--- src/rtl/instruction_fetch.sv ---
// Generic flushable FIFO holding fetched words between memory return and decode.
// Latency: push visible at head the cycle after the write edge; pop removes head at edge.
// Backpressure: none internally; the producer must not push when full (credit-limited upstream).
module fifo #(
    parameter int W     = 42,
    parameter int DEPTH = 2
) (
    input  logic                     CLK_SYS,
    input  logic                     rst_n,
    input  logic                     flush,
    input  logic                     push_vld,
    input  logic [W-1:0]             push_dat,
    input  logic                     pop_rdy,
    output logic [W-1:0]             head_dat,
    output logic [$clog2(DEPTH):0]   count
);
    localparam int AW = $clog2(DEPTH);

    logic [W-1:0]  mem [DEPTH];
    logic [AW-1:0] wr_ptr;
    logic [AW-1:0] rd_ptr;

    always_ff @(posedge CLK_SYS or negedge rst_n) begin
        if (!rst_n) begin
            wr_ptr <= '0;
            rd_ptr <= '0;
            count  <= '0;
            for (int i = 0; i < DEPTH; i++) mem[i] <= '0;
        end else if (flush) begin
            wr_ptr <= '0;
            rd_ptr <= '0;
            count  <= '0;
        end else begin
            if (push_vld) begin
                mem[wr_ptr] <= push_dat;
                wr_ptr      <= wr_ptr + 1'b1;
            end
            if (pop_rdy) rd_ptr <= rd_ptr + 1'b1;
            case ({push_vld, pop_rdy})
                2'b10:   count <= count + 1'b1;
                2'b01:   count <= count - 1'b1;
                default: count <= count;
            endcase
        end
    end

    assign head_dat = mem[rd_ptr];

    a_no_overflow: assert property (@(posedge CLK_SYS) disable iff (!rst_n)
        !(push_vld && !pop_rdy && !flush && count == (AW+1)'(DEPTH)));
    a_count_bound: assert property (@(posedge CLK_SYS) disable iff (!rst_n)
        count <= (AW+1)'(DEPTH));
endmodule

// Instruction fetch: issues word addresses to a 1-cycle registered memory, queues returns for decode.
// Latency: address presented in cycle t -> if_valid with that word in t+2; redirect target valid 3 cycles later.
// Backpressure: id_ready low holds head; issue stops once queued + in-flight words reach QDEPTH.
module instruction_fetch #(
    parameter logic [9:0] RESET_PC = 10'd0,
    parameter int         QDEPTH   = 2
) (
    input  logic        CLK_SYS,
    input  logic        rst_n,
    input  logic        fetch_en,
    input  logic        branch_taken,
    input  logic [9:0]  branch_target,
    output logic [9:0]  pc,
    input  logic [31:0] instruction,
    output logic        if_valid,
    output logic [31:0] if_instr,
    output logic [9:0]  if_pc,
    input  logic        id_ready
);
    localparam int CW = $clog2(QDEPTH) + 1;

    typedef struct packed {
        logic [31:0] instr;
        logic [9:0]  pc;
    } fetch_ent_t;

    logic [9:0]    pc_q;
    logic [9:0]    ipc_q;
    logic          inflight;
    logic [CW-1:0] q_count;
    logic [CW:0]   occ;
    logic          pop_rdy;
    logic          push_vld;
    logic          issue_vld;
    fetch_ent_t    push_dat;
    fetch_ent_t    head_dat;

    // Occupancy counts the in-flight word so a push can never land on a full queue.
    always_comb begin
        pop_rdy   = if_valid && id_ready && !branch_taken;
        push_vld  = inflight && !branch_taken;
        occ       = {1'b0, q_count} + {{CW{1'b0}}, inflight} - {{CW{1'b0}}, pop_rdy};
        issue_vld = fetch_en && !branch_taken && (occ < (CW+1)'(QDEPTH));
        push_dat  = '{instr: instruction, pc: ipc_q};
    end

    always_ff @(posedge CLK_SYS or negedge rst_n) begin
        if (!rst_n) begin
            pc_q     <= RESET_PC;
            ipc_q    <= '0;
            inflight <= 1'b0;
        end else if (branch_taken) begin
            pc_q     <= branch_target;
            inflight <= 1'b0;
        end else if (issue_vld) begin
            inflight <= 1'b1;
            ipc_q    <= pc_q;
            pc_q     <= pc_q + 1'b1;
        end else begin
            inflight <= 1'b0;
        end
    end

    fifo #(
        .W     ($bits(fetch_ent_t)),
        .DEPTH (QDEPTH)
    ) u_queue (
        .CLK_SYS  (CLK_SYS),
        .rst_n    (rst_n),
        .flush    (branch_taken),
        .push_vld (push_vld),
        .push_dat (push_dat),
        .pop_rdy  (pop_rdy),
        .head_dat (head_dat),
        .count    (q_count)
    );

    assign pc       = pc_q;
    assign if_valid = (q_count != '0);
    assign if_instr = head_dat.instr;
    assign if_pc    = head_dat.pc;
endmodule

--- config.mk ---
export PLATFORM = sky130hd
export DESIGN_NAME = instruction_fetch
export DESIGN_NICKNAME = d
export VERILOG_FILES = /design/src/rtl/instruction_fetch.sv
export SDC_FILE = /design/constraint.sdc
export NUM_CORES = 1
export LEC_CHECK = 0
export ABC_AREA = 1
export ABC_CLOCK_PERIOD_IN_PS = 4700
export BUFFER_PORTS_ARGS = -buffer_cell sky130_fd_sc_hd__buf_2
export CAP_MARGIN = 40
export CORE_MARGIN = 3
export CORE_UTILIZATION = 50
export CTS_BUF_LIST = sky130_fd_sc_hd__clkbuf_2
export DETAILED_ROUTE_END_ITERATION = 10
export GPL_TIMING_DRIVEN = 1
export HOLD_SLACK_MARGIN = 0.02
export PLACE_DENSITY = 0.75
export SYNTH_ARGS = -nofsm -noshare
export SYNTH_HDL_FRONTEND = slang
export SYNTH_SLANG_ARGS = --single-unit
--- constraint.sdc ---
create_clock -name CLK_SYS -period 4.7 [get_ports CLK_SYS]
set_input_delay 0 -clock CLK_SYS [delete_from_list [all_inputs] [get_ports CLK_SYS]]
set_output_delay 0 -clock CLK_SYS [all_outputs]
set_load 0.05 [all_outputs]
### After elaboration in Yosys (flattened, before gate mapping)

Index checks and enable logic that the tools add are counted.

| word-level totals | value |
|---|---|
| bits in registers | 109 |
| input bits | 47 |
| output and inout port bits | 53 |
| word-level logic and storage cells | 54 |

| cells by class | value |
|---|---|
| $add $sub $neg | 7 |
| $lt $le $gt $ge | 4 |
| equal/unequal tests | 2 |
| muxes and demuxes | 16 |
| bitwise gates (word level) | 3 |
| reduce and logical (&&, ||, !) cells | 14 |

Operator list:

| cell | count |
|---|---|
| two-way mux 42 bit | 4 |
| bitwise mux 84 bit | 1 |
| demux 42 bit (select 1 bit) | 1 |
| two-way mux 10 bit | 2 |
| adder 10 x 1 -> 10 bit, second input constant | 1 |
| nonzero test 2 bit | 4 |
| logical AND 1 bit | 6 |
| two-way mux 1 bit | 6 |
| >= comparator 2 bit, second input constant | 2 |
| inverter 1 -> 2 bit | 2 |
| one-hot mux 2 bit (2 select lines) | 1 |
| AND reduction 2 bit | 2 |
| adder 2 x 1 -> 3 bit | 1 |
| less-than comparator 3 x 2 -> 1 bit, second input constant | 1 |
| nonzero test 3 bit | 1 |
| subtractor 3 x 1 -> 3 bit | 1 |
| adder 1 bit, second input constant | 2 |
| adder 2 x 1 -> 2 bit, second input constant | 1 |
| == test 2 x 1 -> 1 bit, second input constant | 1 |
| == test 2 bit, second input constant | 1 |
| less-than comparator 2 x 1 -> 1 bit, second input constant | 1 |
| two-way mux 2 bit | 1 |
| subtractor 2 x 1 -> 2 bit, second input constant | 1 |
| logical NOT 1 bit | 1 |
| inverter 1 bit | 1 |

### Longest topological paths before layout

Gate-level depths: netlist of the first run.

| logic depth | value |
|---|---|
| depth in word-level cells | 8 |
| gate-level depth with buffers | 15 |
| mapped depth without buffers | 15 |

### Hierarchy

From an unflattened synthesis of the first run, not the netlist that was laid out.

| second synthesis, totals | value |
|---|---|
| cells, all modules | 550 |
| area, all modules | 5215.0 µm² |

Modules (own cells, without submodules):

| module | instances | cells an instance | area each (µm²) | seq. area each (µm²) |
|---|---|---|---|---|
| fifo | 1 | 390 | 4007.6 | 2202.1 |
| instruction_fetch | 1 | 160 | 1207.4 | 525.5 |

### Worst setup path before layout of the first run

OpenSTA, ideal clock, no wires.

| timing | value |
|---|---|
| path type | register to register |
| start point | register u_queue.count[1] |
| end point | register ipc_q[2] |
| setup time | 0.076 ns |
| arrival | 2.787 ns |
| required time | 4.624 ns |
| path slack | 1.837 ns |
| cell stages (with the launch flop) | 15 |
| buffers on the path | 1 |
| period minus slack after synthesis | 2.863 ns |
| cell sequence | dfrtp_1 inv_1 nand2_1 nand3_1 inv_1 ha_1 or2_2 fa_1 nand2_1 nor2_1 nand2_4 inv_4 buf_4 nand2_1 o21ai_1 |

| on the way | value |
|---|---|
| longest elaborated chain between the ends | 7 |
| elaborated cells on any way between the ends | 8 |
| classes of those cells | add/sub (2); order compare (1); reduce/logical (5) |

Ends and longest elaborated chain:

| item | RTL line | RTL |
|---|---|---|
| start, declared | 15 | `output logic [$clog2(DEPTH):0] count` |
| start signal, assigned | 40 | `2'b10: count <= count + 1'b1;` |
| start signal, assigned | 41 | `2'b01: count <= count - 1'b1;` |
| start signal, assigned | 42 | `default: count <= count;` |
| nonzero test 2 bit | 133 | `assign if_valid = (q_count != '0);` |
| via if_valid | 69 | `output logic if_valid,` |
| logical AND 1 bit (2 in series) | 94 | `pop_rdy = if_valid && id_ready && !branch_taken;` |
| subtractor 3 x 1 -> 3 bit | 96 | `occ = {1'b0, q_count} + {{CW{1'b0}}, inflight} - {{CW{1'b0}}, pop_rdy};` |
| less-than comparator 3 x 2 -> 1 bit | 97 | `issue_vld = fetch_en && !branch_taken && (occ < (CW+1)'(QDEPTH));` |
| logical AND 1 bit | 97 |  |
| AND reduction 2 bit (no line) | - |  |
| end signal, assigned | 111 | `ipc_q <= pc_q;` |
| end, declared | 82 | `logic [9:0] ipc_q;` |

The timed path passes the listed nets, and every way through them passes these cells.
A chain may end at the register's enable or synchronous reset.

### Worst setup path in the final report of the first run

| timing | value |
|---|---|
| start point | register u_queue.count[1] |
| end point | register pc_q[1], in the netlist pc[1] |

| on the way | value |
|---|---|
| longest elaborated chain between the ends | 7 |
| elaborated cells on any way between the ends | 8 |
| classes of those cells | add/sub (2); order compare (1); reduce/logical (5) |

Ends and longest elaborated chain:

| item | RTL line | RTL |
|---|---|---|
| parallel branches: the longest is 3 deep, another holds adder 2 x 1 -> 3 bit | - |  |
| subtractor 3 x 1 -> 3 bit * | 96 |  |
| less-than comparator 3 x 2 -> 1 bit * | 97 |  |
| logical AND 1 bit * | 97 |  |
| nonzero test 2 bit (no line) * | - |  |
| end signal, assigned | 107 | `pc_q <= branch_target;` |
| end signal, assigned | 112 | `pc_q <= pc_q + 1'b1;` |
| end, declared | 81 | `logic [9:0] pc_q;` |

Mark *: on every way between the ends.

==> reports/summary.txt, run 1 <==
max frequency - 288 MHz
pin count of the biggest net entering global routing - 85
Cell Pwr Density - 658 mW/mm^2
fraction of layout cells with a size suffix above 1 - 16.4%
DR WL/cell - 13.1 um
DRT antenna net count - 0
status - completed
Synth top area share - 54.4%
syn nets - 676
post-CTS sizing - 0
Final Skew - 0.0313 ns
DRC errors left - 0
RD Place Congestion - 0.798
# IOs - 100
Site Rows - 35
Post-CTS Setup Bufs - 0
DRT Pass-1 Iters - 6
initial core utilization - 52.7%
initial antenna violation count - 0
DR WL met2 - 5920 um
TritonCTS Sinks - 109
maxcap violations - 0
Post-synth EDFFs - 0
Avg Cell Area, Syn - 8.00 sq um
maximum vdd ir drop - 304 uV
antenna cells - 0
cell area after synthesis - 0.00501 sq mm
Area growth syn-to-layout - 23.9%
crit start category - flop
Clock Tree Buf Depth - 2
die area - 0.0113 sq mm
Leak - 3.42 nW
Max Fanout on Critical Path - 19
Slew headroom - 47.7%
final setup violation count - 0
routed wire length - 11900 um
Placed Area - 0.00551 sq mm
#FFs+latches synth - 109
Slew Viols, Final - 0
Global Route Usage Sum - 21.7%
synth top area cells - dfrtp_1, nand2_1, o21ai_0, inv_1, o21ai_1
H-Tree Depth - 3
CTS tree - yes
Vias - 4503
Die W - 106 um
setup TNS - 0 ns
Period Utilization, post-route - 73.9%
CP Class - reg -> reg
Root Driver - clkbuf_2
Yosys Warn Count - 0
CP required - 5.14 ns
grt ovf - 0
RSZ-0062 raised after global routing - false
CP endpoint kind - flop
cell count after synthesis - 626
Synth area leader - dfrtp_1
most frequent cell after synthesis - nand2_1
I/O Buffers - 99
uppermost layer routed - met4
routed wl met3 - 560 um
global-route wire length before repair - 20000 um
Nets - 821
worst slew pin tran - 0.784 ns
number of global-route vias before repair - 4466
Distinct cells, synth - 25
top_reg_cell synth - dfrtp_1
clk slew on worst S/H paths - 0.28 ns
sequential element share of the synthesized area - 54.4%
Vias/cell - 4.98
asr flop ratio synth - 100%
1st-iter DRT viols - 348
overall power - 4.08 mW
HP Class - in -> async
TritonCTS Buffers - 9
final hold violation count - 0
Commonest cells post-synth - nand2_1, dfrtp_1, o21ai_0
DIE HEIGHT - 106 um
core box area - 0.00950 sq mm
Worst EP arrival - 3.91 ns
Metal-1 WL - 5100 um
post-route cell area - 0.00621 sq mm
HPWL Detailed - 7290 um
worst skew pair latency - 0.54 ns
post-layout min period - 3.47 ns
[stage by stage]
stage / cells / worst slack, ns / hold slack (ns) / utilization (%)
2_1_floorplan: 626 / 1.84 / -0.296 / -
3_3_place_gp: 829 / 2.03 / 0.111 / 57.8
3_5_place_dp: 830 / 1.85 / 0.127 / 58.0
4_1_cts: 904 / 1.29 / 0.0374 / 65.3
5_1_grt: 904 / 1.05 / 0.0706 / 65.3
6_report: 904 / 1.23 / 0.0531 / 65.3
[cell type report]
| cell class | instances | area, sq um |
|---|---|---|
| Fill cell | 806 | 3290 |
| Sequential cell | 109 | 2730 |
| Multi-Input combinational cell | 421 | 1820 |
| Timing Repair Buffer | 164 | 1150 |
| Inverter | 66 | 250 |
| Tap cell | 129 | 161 |
| Clock buffer | 11 | 55.1 |
| Clock inverter | 4 | 50.0 |
[worst max-delay path, cell delays in order, from the launching register on]
cell	delay, ns
dfrtp_1	0.51
inv_1	0.12
nand2_1	0.12
nand3_1	0.12
inv_1	0.05
ha_1	0.26
or2_2	0.31
fa_1	0.51
nand2_1	0.06
nor2_1	0.16
nand2_4	0.16
inv_4	0.19
nor2_4	0.08
nand2_1	0.10
nand3_1	0.08
dlygate4sd3_1	0.55
[flip-flops by register name (all words and copies together), names as in the netlist]
name / cells
pc: 10
u_queue.count: 2
u_queue.mem: 84
inflight: 1
u_queue.wr_ptr: 1
ipc_q: 10
u_queue.rd_ptr: 1
[per-layer routing]
layer  GRT usage (%)  up-vias
li1                -     2221
met5               0        -
met4            8.42        0
met2            37.9      139
met1            27.4     2115
met3            2.79       28
[cells in the final DEF (no fill, tap or decap), types with 2 or more instances in the layout]
master / synthesis / routed
nand4_1: 2 / 2
buf_4: 2 / 6
nand3_1: 20 / 20
o21ai_0: 65 / 65
xor2_1: 3 / 3
dfrtp_1: 109 / 109
buf_2: 3 / 98
nand3_2: 2 / 2
o21ai_1: 33 / 33
clkinvlp_4: 0 / 2
ha_1: 2 / 2
dlygate4sd3_1: 0 / 59
nor2_1: 7 / 7
clkbuf_2: 0 / 11
inv_1: 63 / 63
nand2_1: 280 / 280
[final timing paths]
kind / startpoint / end / slack, ns / cells after the start
setup / recovery: u_queue.count[1] / pc[1] / 1.23 / 15
hold / removal: rst_n / u_queue.mem[38] / 0.05 / 2
setup reg to reg: u_queue.count[1] / pc[1] / 1.23 / 15
hold reg to reg: u_queue.mem[12] / u_queue.mem[12] / 0.52 / 2
max in group asynchronous: rst_n / u_queue.mem[8] / 3.55 / 3
min in group CLK_SYS: instruction[25] / u_queue.mem[35] / 0.24 / 4
[kinds of logic (layout without fill, tap and decap cells)]
family                   count (synthesis)  in the layout  synth area share, %
AO/OA/AOI/OAI                          100            100                 10.0
XOR/XNOR                                 3              3                0.525
adder cells (fa/ha/maj)                  3              3                0.899
buffers and inverters                   96            245                 9.27
flip-flops                             109            109                 54.4
AND/OR/NAND/NOR                        315            315                 24.8
[power breakdown]
part	internal (mW)	leakage [nW]	switching [mW]	total, mW
logic	0.551	1.94	1.55	2.10
clock network	0.123	0.0640	0.287	0.411
registers	1.33	1.41	0.245	1.58
[what timing repair did]
action                                  CTS  global route
endpoints found under the setup margin    0             0
hold buffers                             59             0
endpoints found under the hold margin   147             0
Power figures use the tool's default switching activity.
==> run 2, diff against run 1 <==
--- a/config.mk
+++ b/config.mk
@@ -5,8 +5,8 @@
 export SDC_FILE = /design/constraint.sdc
 export NUM_CORES = 1
 export LEC_CHECK = 0
-export ABC_AREA = 1
-export ABC_CLOCK_PERIOD_IN_PS = 4700
+export ABC_AREA = 0
+export ABC_CLOCK_PERIOD_IN_PS = 3000
 export BUFFER_PORTS_ARGS = -buffer_cell sky130_fd_sc_hd__buf_2
 export CAP_MARGIN = 40
 export CORE_MARGIN = 3
@@ -15,7 +15,7 @@
 export DETAILED_ROUTE_END_ITERATION = 10
 export GPL_TIMING_DRIVEN = 1
 export HOLD_SLACK_MARGIN = 0.02
-export PLACE_DENSITY = 0.75
+export PLACE_DENSITY = 0.78
 export SYNTH_ARGS = -nofsm -noshare
 export SYNTH_HDL_FRONTEND = slang
 export SYNTH_SLANG_ARGS = --single-unit
==> constraint.sdc (replaced) <==
create_clock -name CLK_SYS -period 3 [get_ports CLK_SYS]
set_input_delay 0 -clock CLK_SYS [delete_from_list [all_inputs] [get_ports CLK_SYS]]
set_output_delay 0 -clock CLK_SYS [all_outputs]
set_load 0.05 [all_outputs]
==> reports/summary.txt, run 2 <==
status - completed (unchanged)
die area - 0.0108 sq mm (was 0.0113 sq mm)
grt ovf - 0 (unchanged)
final std cells w/o fill - 644 (was 904)
fraction of layout cells with a size suffix above 1 - 50.3% (was 16.4%)
crit start category - flop (unchanged)
HP Class - in -> reg (was in -> async)
DRT antenna net count - 0 (unchanged)
worst reg2reg setup slack - 0.09 ns (was 1.23 ns)
syn nets - 405 (was 676)
Post-synth EDFFs - 0 (unchanged)
Commonest cells post-synth - mux2_2, dfrtp_1, nand2_1 (was nand2_1, dfrtp_1, o21ai_0)
number of global-route vias before repair - 3646 (was 4466)
overall power - 4.58 mW (was 4.08 mW)
Yosys Warn Count - 0 (unchanged)
cell area after synthesis - 0.00481 sq mm (was 0.00501 sq mm)
Avg Cell Area, Syn - 13.6 sq um (was 8.00 sq um)
placed cells - 572 (was 830)
DR WL/cell - 15.7 um (was 13.1 um)
Clock Tree Buf Depth - 2 (unchanged)
cell count after synthesis - 355 (was 626)
CP endpoint kind - flop (unchanged)
clk slew on worst S/H paths - 0.31 ns (was 0.28 ns)
Leak - 2.92 nW (was 3.42 nW)
Root Driver - clkbuf_2 (unchanged)
HPWL Detailed - 6480 um (was 7290 um)
crit-path cells - or2_2 > nand2_1 > nor2_1 > ha_1 > nand2b_1 > fa_1 > xor2_1 > or3_4 > or4_1 > nand3_1 (was inv_1 > nand2_1 > nand3_1 > inv_1 > ha_1 > or2_2 > fa_1 > nand2_1 > nor2_1 > nand2_4 > inv_4 > nor2_4 > nand2_1 > nand3_1 > dlygate4sd3_1)
Nets - 560 (was 821)
commonest cells after routing, fill and taps aside - mux2_2, dfrtp_1, buf_2 (was nand2_1, dfrtp_1, buf_2)
Reg with most FFs - u_queue.mem (unchanged)
commonest non-fill, non-tap cell in the layout - mux2_2 (was nand2_1)
initial core utilization - 51.8% (was 52.7%)
final setup violation count - 0 (unchanged)
maxcap violations - 0 (unchanged)
largest stage delay on the critical path - 0.50 ns (was 0.55 ns)
most frequent cell after synthesis - mux2_2 (was nand2_1)
Period Utilization, post-route - 96.9% (was 73.9%)
CP required - 3.50 ns (was 5.14 ns)
RD Place Congestion - 0.825 (was 0.798)
# IOs - 100 (unchanged)
CP Class - reg -> reg (unchanged)
Vias/cell - 5.19 (was 4.98)
Synth area leader - dfrtp_1 (unchanged)
Slew headroom - 63.4% (was 47.7%)
Area growth syn-to-layout - 28.4% (was 23.9%)
# fillers - 698 (was 806)
antenna cells - 0 (unchanged)
CTS tree - yes (unchanged)
met2 Use GR - 34.1% (was 37.9%)
routed wire length - 10100 um (was 11900 um)
max frequency - 344 MHz (was 288 MHz)
Global Route Usage Sum - 19.5% (was 21.7%)
met3 GRT Util - 2.98% (was 2.79%)
Site Rows - 35 (unchanged)
Slew Viols, Final - 0 (unchanged)
TritonCTS Buffers - 9 (unchanged)
Synth top area share - 56.7% (was 54.4%)
synth top area cells - dfrtp_1, mux2_2, nand2_1, buf_2, o311ai_1 (was dfrtp_1, nand2_1, o21ai_0, inv_1, o21ai_1)
H-Tree Depth - 3 (unchanged)
Distinct cells, synth - 35 (was 25)
GR peak layer - met2 (unchanged)
maximum vdd ir drop - 346 uV (was 304 uV)
I/O Buffers - 99 (unchanged)
Worst EP arrival - 3.41 ns (was 3.91 ns)
asr flop ratio synth - 100% (unchanged)
Max Fanout on Critical Path - 4 (was 19)
Die W - 104 um (was 106 um)
1st-iter DRT viols - 118 (was 348)
final hold violation count - 0 (unchanged)
DIE HEIGHT - 104 um (was 106 um)
initial antenna violation count - 0 (unchanged)
#FFs+latches synth - 109 (unchanged)
sequential element share of the synthesized area - 56.7% (was 54.4%)
worst skew pair latency - 0.55 ns (was 0.54 ns)
global-route wire length before repair - 17300 um (was 20000 um)
pin count of the biggest net entering global routing - 59 (was 85)
M1 GR Usage - 24.5% (was 27.4%)
setup TNS - 0 ns (unchanged)
DRC errors left - 0 (unchanged)
Final Skew - 0.0231 ns (was 0.0313 ns)
DRT Pass-1 Iters - 5 (was 6)
slowest cell on the critical path - or4_1 (was dlygate4sd3_1)
Cell Pwr Density - 742 mW/mm^2 (was 658 mW/mm^2)
top_reg_cell synth - dfrtp_1 (unchanged)
core box area - 0.00928 sq mm (was 0.00950 sq mm)
post-layout min period - 2.91 ns (was 3.47 ns)
max FFs per register - 84 (unchanged)
worst slew pin tran - 0.548 ns (was 0.784 ns)
Vias - 3345 (was 4503)
TritonCTS Sinks - 109 (unchanged)
[run 2: cell types whose count changed after synthesis, moves of 10 or more]
cell / change
nand2_1: -237
mux2_2: +126
o21ai_0: -63
inv_1: -61
o21ai_1: -32
nand3_1: -15
buf_6: -12
buf_2: +10
[run 2: worst max-delay path, delay by kind of cell, from the launching register on]
family,cells,cell delay [ns]
AND/OR/NAND/NOR,7,1.60
flip-flops,1,0.47
XOR/XNOR,1,0.16
adder cells (fa/ha/maj),2,0.64
[run 2: power by group]
group / switching (mW) / internal (mW)
clock: 0.509 / 0.134
combinational: 1.13 / 0.698
sequential: 0.232 / 1.88
total: 1.87 / 2.71
[run 2: layout make-up]
cell class                      count  area [sq um]  share of cell area [%]
Sequential cell                   109          2730                    44.2
Multi-Input combinational cell    222          1990                    32.3
Timing Repair Buffer              164          1160                    18.9
Tap cell                          129           161                    2.61
Clock inverter                      7          68.8                    1.11
Clock buffer                        9          45.0                   0.729
Inverter                            4          15.0                   0.243
[run 2: logic make-up (layout without fill, tap and decap cells)]
family / after synthesis / after routing / share of synthesized area [%]
DFF: 109 / 109 / 56.7
and+or+nand+nor: 66 / 66 / 6.27
buffers and inverters: 24 / 184 / 2.21
muxes: 126 / 126 / 29.5
xor gates and xnor gates: 5 / 5 / 0.910
adders and majority gates: 3 / 3 / 0.936
AOI/OAI and AO/OA: 22 / 22 / 3.51
[run 2: per-stage QoR]
stage / cell area [sq um] / util [%] / setup slack, ns / hold slack [ns]
floorplan: 4810 / - / 0.0414 / -0.296
global placement: 5470 / 58.9 / 0.214 / 0.0681
detailed placement: 5470 / 58.9 / 0.120 / 0.0753
CTS: 6150 / 66.3 / 0.0801 / 0.119
global route: 6180 / 66.5 / -0.000798 / 0.129
finish: 6180 / 66.5 / 0.0934 / 0.189
[run 2: per-layer routing]
layer | vias to the layer above | share of wire (%)
met5 | - | 0
met4 | 0 | 1.3
met3 | 14 | 3.3
met2 | 83 | 51
met1 | 1671 | 44
li1 | 1577 | -
[run 2: worst paths after layout]
path                             startpoint         endpoint  depth (start not counted)
min in group asynchronous             rst_n  u_queue.mem[78]                          4
hold / removal              instruction[13]  u_queue.mem[65]                          3
hold reg to reg              u_queue.mem[4]   u_queue.mem[4]                          1
setup reg to reg           u_queue.count[0]            pc[9]                         10
max in group asynchronous             rst_n  u_queue.mem[55]                          4
setup / recovery           u_queue.count[0]            pc[9]                         10
[run 2: repair_timing]
item,4_1_cts,5_1_grt
setup endpoints to repair,0,12
resized for setup,0,4
hold buffers,55,0
buffers inserted,0,1
hold endpoints to repair,187,0
==> run 3, diff against run 2 <==
--- a/config.mk
+++ b/config.mk
@@ -9,6 +9,7 @@
 export ABC_CLOCK_PERIOD_IN_PS = 3000
 export BUFFER_PORTS_ARGS = -buffer_cell sky130_fd_sc_hd__buf_2
 export CAP_MARGIN = 40
+export CORE_ASPECT_RATIO = 0.6
 export CORE_MARGIN = 3
 export CORE_UTILIZATION = 50
 export CTS_BUF_LIST = sky130_fd_sc_hd__clkbuf_2
@@ -19,3 +20,4 @@
 export SYNTH_ARGS = -nofsm -noshare
 export SYNTH_HDL_FRONTEND = slang
 export SYNTH_SLANG_ARGS = --single-unit
+export TNS_END_PERCENT = 100
==> reports/summary.txt, run 3 (synthesis results as in run 2) <==
status - completed (unchanged)
CP endpoint kind - flop (unchanged)
TritonCTS Sinks - 109 (unchanged)
RD Place Congestion - 0.823 (was 0.825)
RSZ-0062 raised after global routing - false
Max Fanout on Critical Path - 2 (was 4)
initial core utilization - 52.0% (was 51.8%)
final hold violation count - 0 (unchanged)
I/O Buffers - 99 (unchanged)
# IOs - 100 (unchanged)
DRT antenna net count - 0 (unchanged)
Final Skew - 0.0322 ns (was 0.0231 ns)
fraction of layout cells with a size suffix above 1 - 50.8% (was 50.3%)
clk slew on worst S/H paths - 0.31 ns (about the same)
Global Route Usage Sum - 21.2% (was 19.5%)
core box area - 0.00926 sq mm (was 0.00928 sq mm)
Area growth syn-to-layout - 30.9% (was 28.4%)
slowest cell on the critical path - fa_2 (was or4_1)
max FFs per register - 84 (unchanged)
CP required - 3.54 ns (was 3.50 ns)
number of global-route vias before repair - 3550 (was 3646)
post-layout min period - 2.91 ns (about the same)
DRC errors left - 0 (unchanged)
Vias/cell - 5.22 (was 5.19)
crit-path cells - or2_2 > nand2_2 > nor2_1 > ha_1 > nand2b_4 > fa_2 > nand2_1 > or3_4 > or4_4 > nand3_1 (was or2_2 > nand2_1 > nor2_1 > ha_1 > nand2b_1 > fa_1 > xor2_1 > or3_4 > or4_1 > nand3_1)
initial antenna violation count - 0 (unchanged)
Root Driver - clkbuf_2 (unchanged)
HP Class - in -> reg (unchanged)
maximum vdd ir drop - 509 uV (was 346 uV)
worst hold start - instruction[7] (was instruction[13])
1st-iter DRT viols - 125 (was 118)
worst slew pin tran - 0.608 ns (was 0.548 ns)
HPWL Detailed - 6850 um (was 6480 um)
Period Utilization, post-route - 96.9% (about the same)
Leak - 2.98 nW (was 2.92 nW)
CP Launch Point - u_queue.count[0] (unchanged)
overall power - 4.83 mW (was 4.58 mW)
Slew Viols, Final - 0 (unchanged)
Reg with most FFs - u_queue.mem (unchanged)
grt ovf - 0 (unchanged)
setup TNS - 0 ns (unchanged)
routed wire length - 11100 um (was 10100 um)
antenna cells - 0 (unchanged)
CTS tree - yes (unchanged)
DIE HEIGHT - 82.0 um (was 104 um)
hold path depth - 3 (unchanged)
Vias - 3394 (was 3345)
pin count of the biggest net entering global routing - 45 (was 59)
TritonCTS Buffers - 9 (unchanged)
Reg2Reg Depth - 10 (unchanged)
Slew headroom - 59.5% (was 63.4%)
WHS Endpoint - u_queue.mem[59] (was u_queue.mem[65])
Site Rows - 27 (was 35)
die area - 0.0109 sq mm (was 0.0108 sq mm)
Die W - 133 um (was 104 um)
DRT Pass-1 Iters - 4 (was 5)
H-Tree Depth - 3 (unchanged)
global-route wire length before repair - 17900 um (was 17300 um)
max frequency - 344 MHz (about the same)
crit start category - flop (unchanged)
DR WL/cell - 17.0 um (was 15.7 um)
commonest non-fill, non-tap cell in the layout - mux2_2 (unchanged)
largest stage delay on the critical path - 0.51 ns (was 0.50 ns)
Clock Tree Buf Depth - 2 (unchanged)
worst skew pair latency - 0.58 ns (was 0.55 ns)
maxcap violations - 0 (unchanged)
Worst EP arrival - 3.45 ns (was 3.41 ns)
CP Class - reg -> reg (unchanged)
final setup violation count - 0 (unchanged)
worst reg2reg setup slack - 0.09 ns (about the same)
reg2reg start - u_queue.count[0] (unchanged)
Post-CTS Setup Bufs - 0 (unchanged)
Worst R2R End - pc[9] (unchanged)
Cell Pwr Density - 766 mW/mm^2 (was 742 mW/mm^2)
Nets - 565 (was 560)
commonest cells after routing, fill and taps aside - mux2_2, dfrtp_1, buf_2 (unchanged)
run 3: report_power, final:
| group | switching, mW | internal [mW] |
|---|---|---|
| clock | 0.487 | 0.365 |
| sequential | 0.237 | 1.88 |
| combinational | 1.16 | 0.701 |
run 3: worst max path at each step:
stage / end / slack, ns / cells past startpoint
final: pc[9] / 0.09 / 10
after global routing: pc[9] / 0.008 / 10
after CTS: pc[9] / 0.02 / 10
after detailed placement: ipc_q[8] / 0.09 / 13
after global placement: ipc_q[3] / 0.22 / 13
after floorplan: pc[9] / 0.04 / 10
run 3: stage by stage:
| step | instance area (sq um) | hold WS [ns] | util [%] | worst slack (ns) | instances |
|---|---|---|---|---|---|
| after global routing | 6300 | 0.119 | 68.1 | 0.00801 | 650 |
| after detailed placement | 5510 | 0.0411 | 59.5 | 0.0868 | 576 |
| after CTS | 6270 | 0.117 | 67.7 | 0.0176 | 650 |
| after floorplan | 4810 | -0.296 | - | 0.0414 | 355 |
| final | 6300 | 0.163 | 68.1 | 0.0935 | 650 |
| after global placement | 5470 | 0.222 | 59.1 | 0.220 | 574 |
run 3: cell type report:
| cell class | count | area (sq um) |
|---|---|---|
| clock buffers | 9 | 45.0 |
| clock inverters | 7 | 123 |
| well taps | 130 | 163 |
| fillers | 704 | 2960 |
| flip-flops and latches | 109 | 2730 |
| inverters | 4 | 15.0 |
| repair buffers | 169 | 1210 |
| multi-input cells | 222 | 2010 |
run 3: worst max-delay path: cells and delay by family (launching register included):
kind | cells | cell delay [ns]
fa+ha+maj | 2 | 0.78
flops | 1 | 0.45
simple gates | 8 | 1.62
run 3: routing by layer:
metal,vias to the layer above,global-route usage [%],wire length (um)
met5,-,0,0
met4,0,4.98,108
met3,9,6.12,618
met2,88,35.7,5430
met1,1708,27.7,4900
li1,1589,-,-
run 3: repair_timing:
item                                   CTS  global route
endpoints found under the hold margin  187             0
resized for setup                        1             7
pin swaps                                0             1
setup endpoints to repair                1            18
hold buffers                            58             0
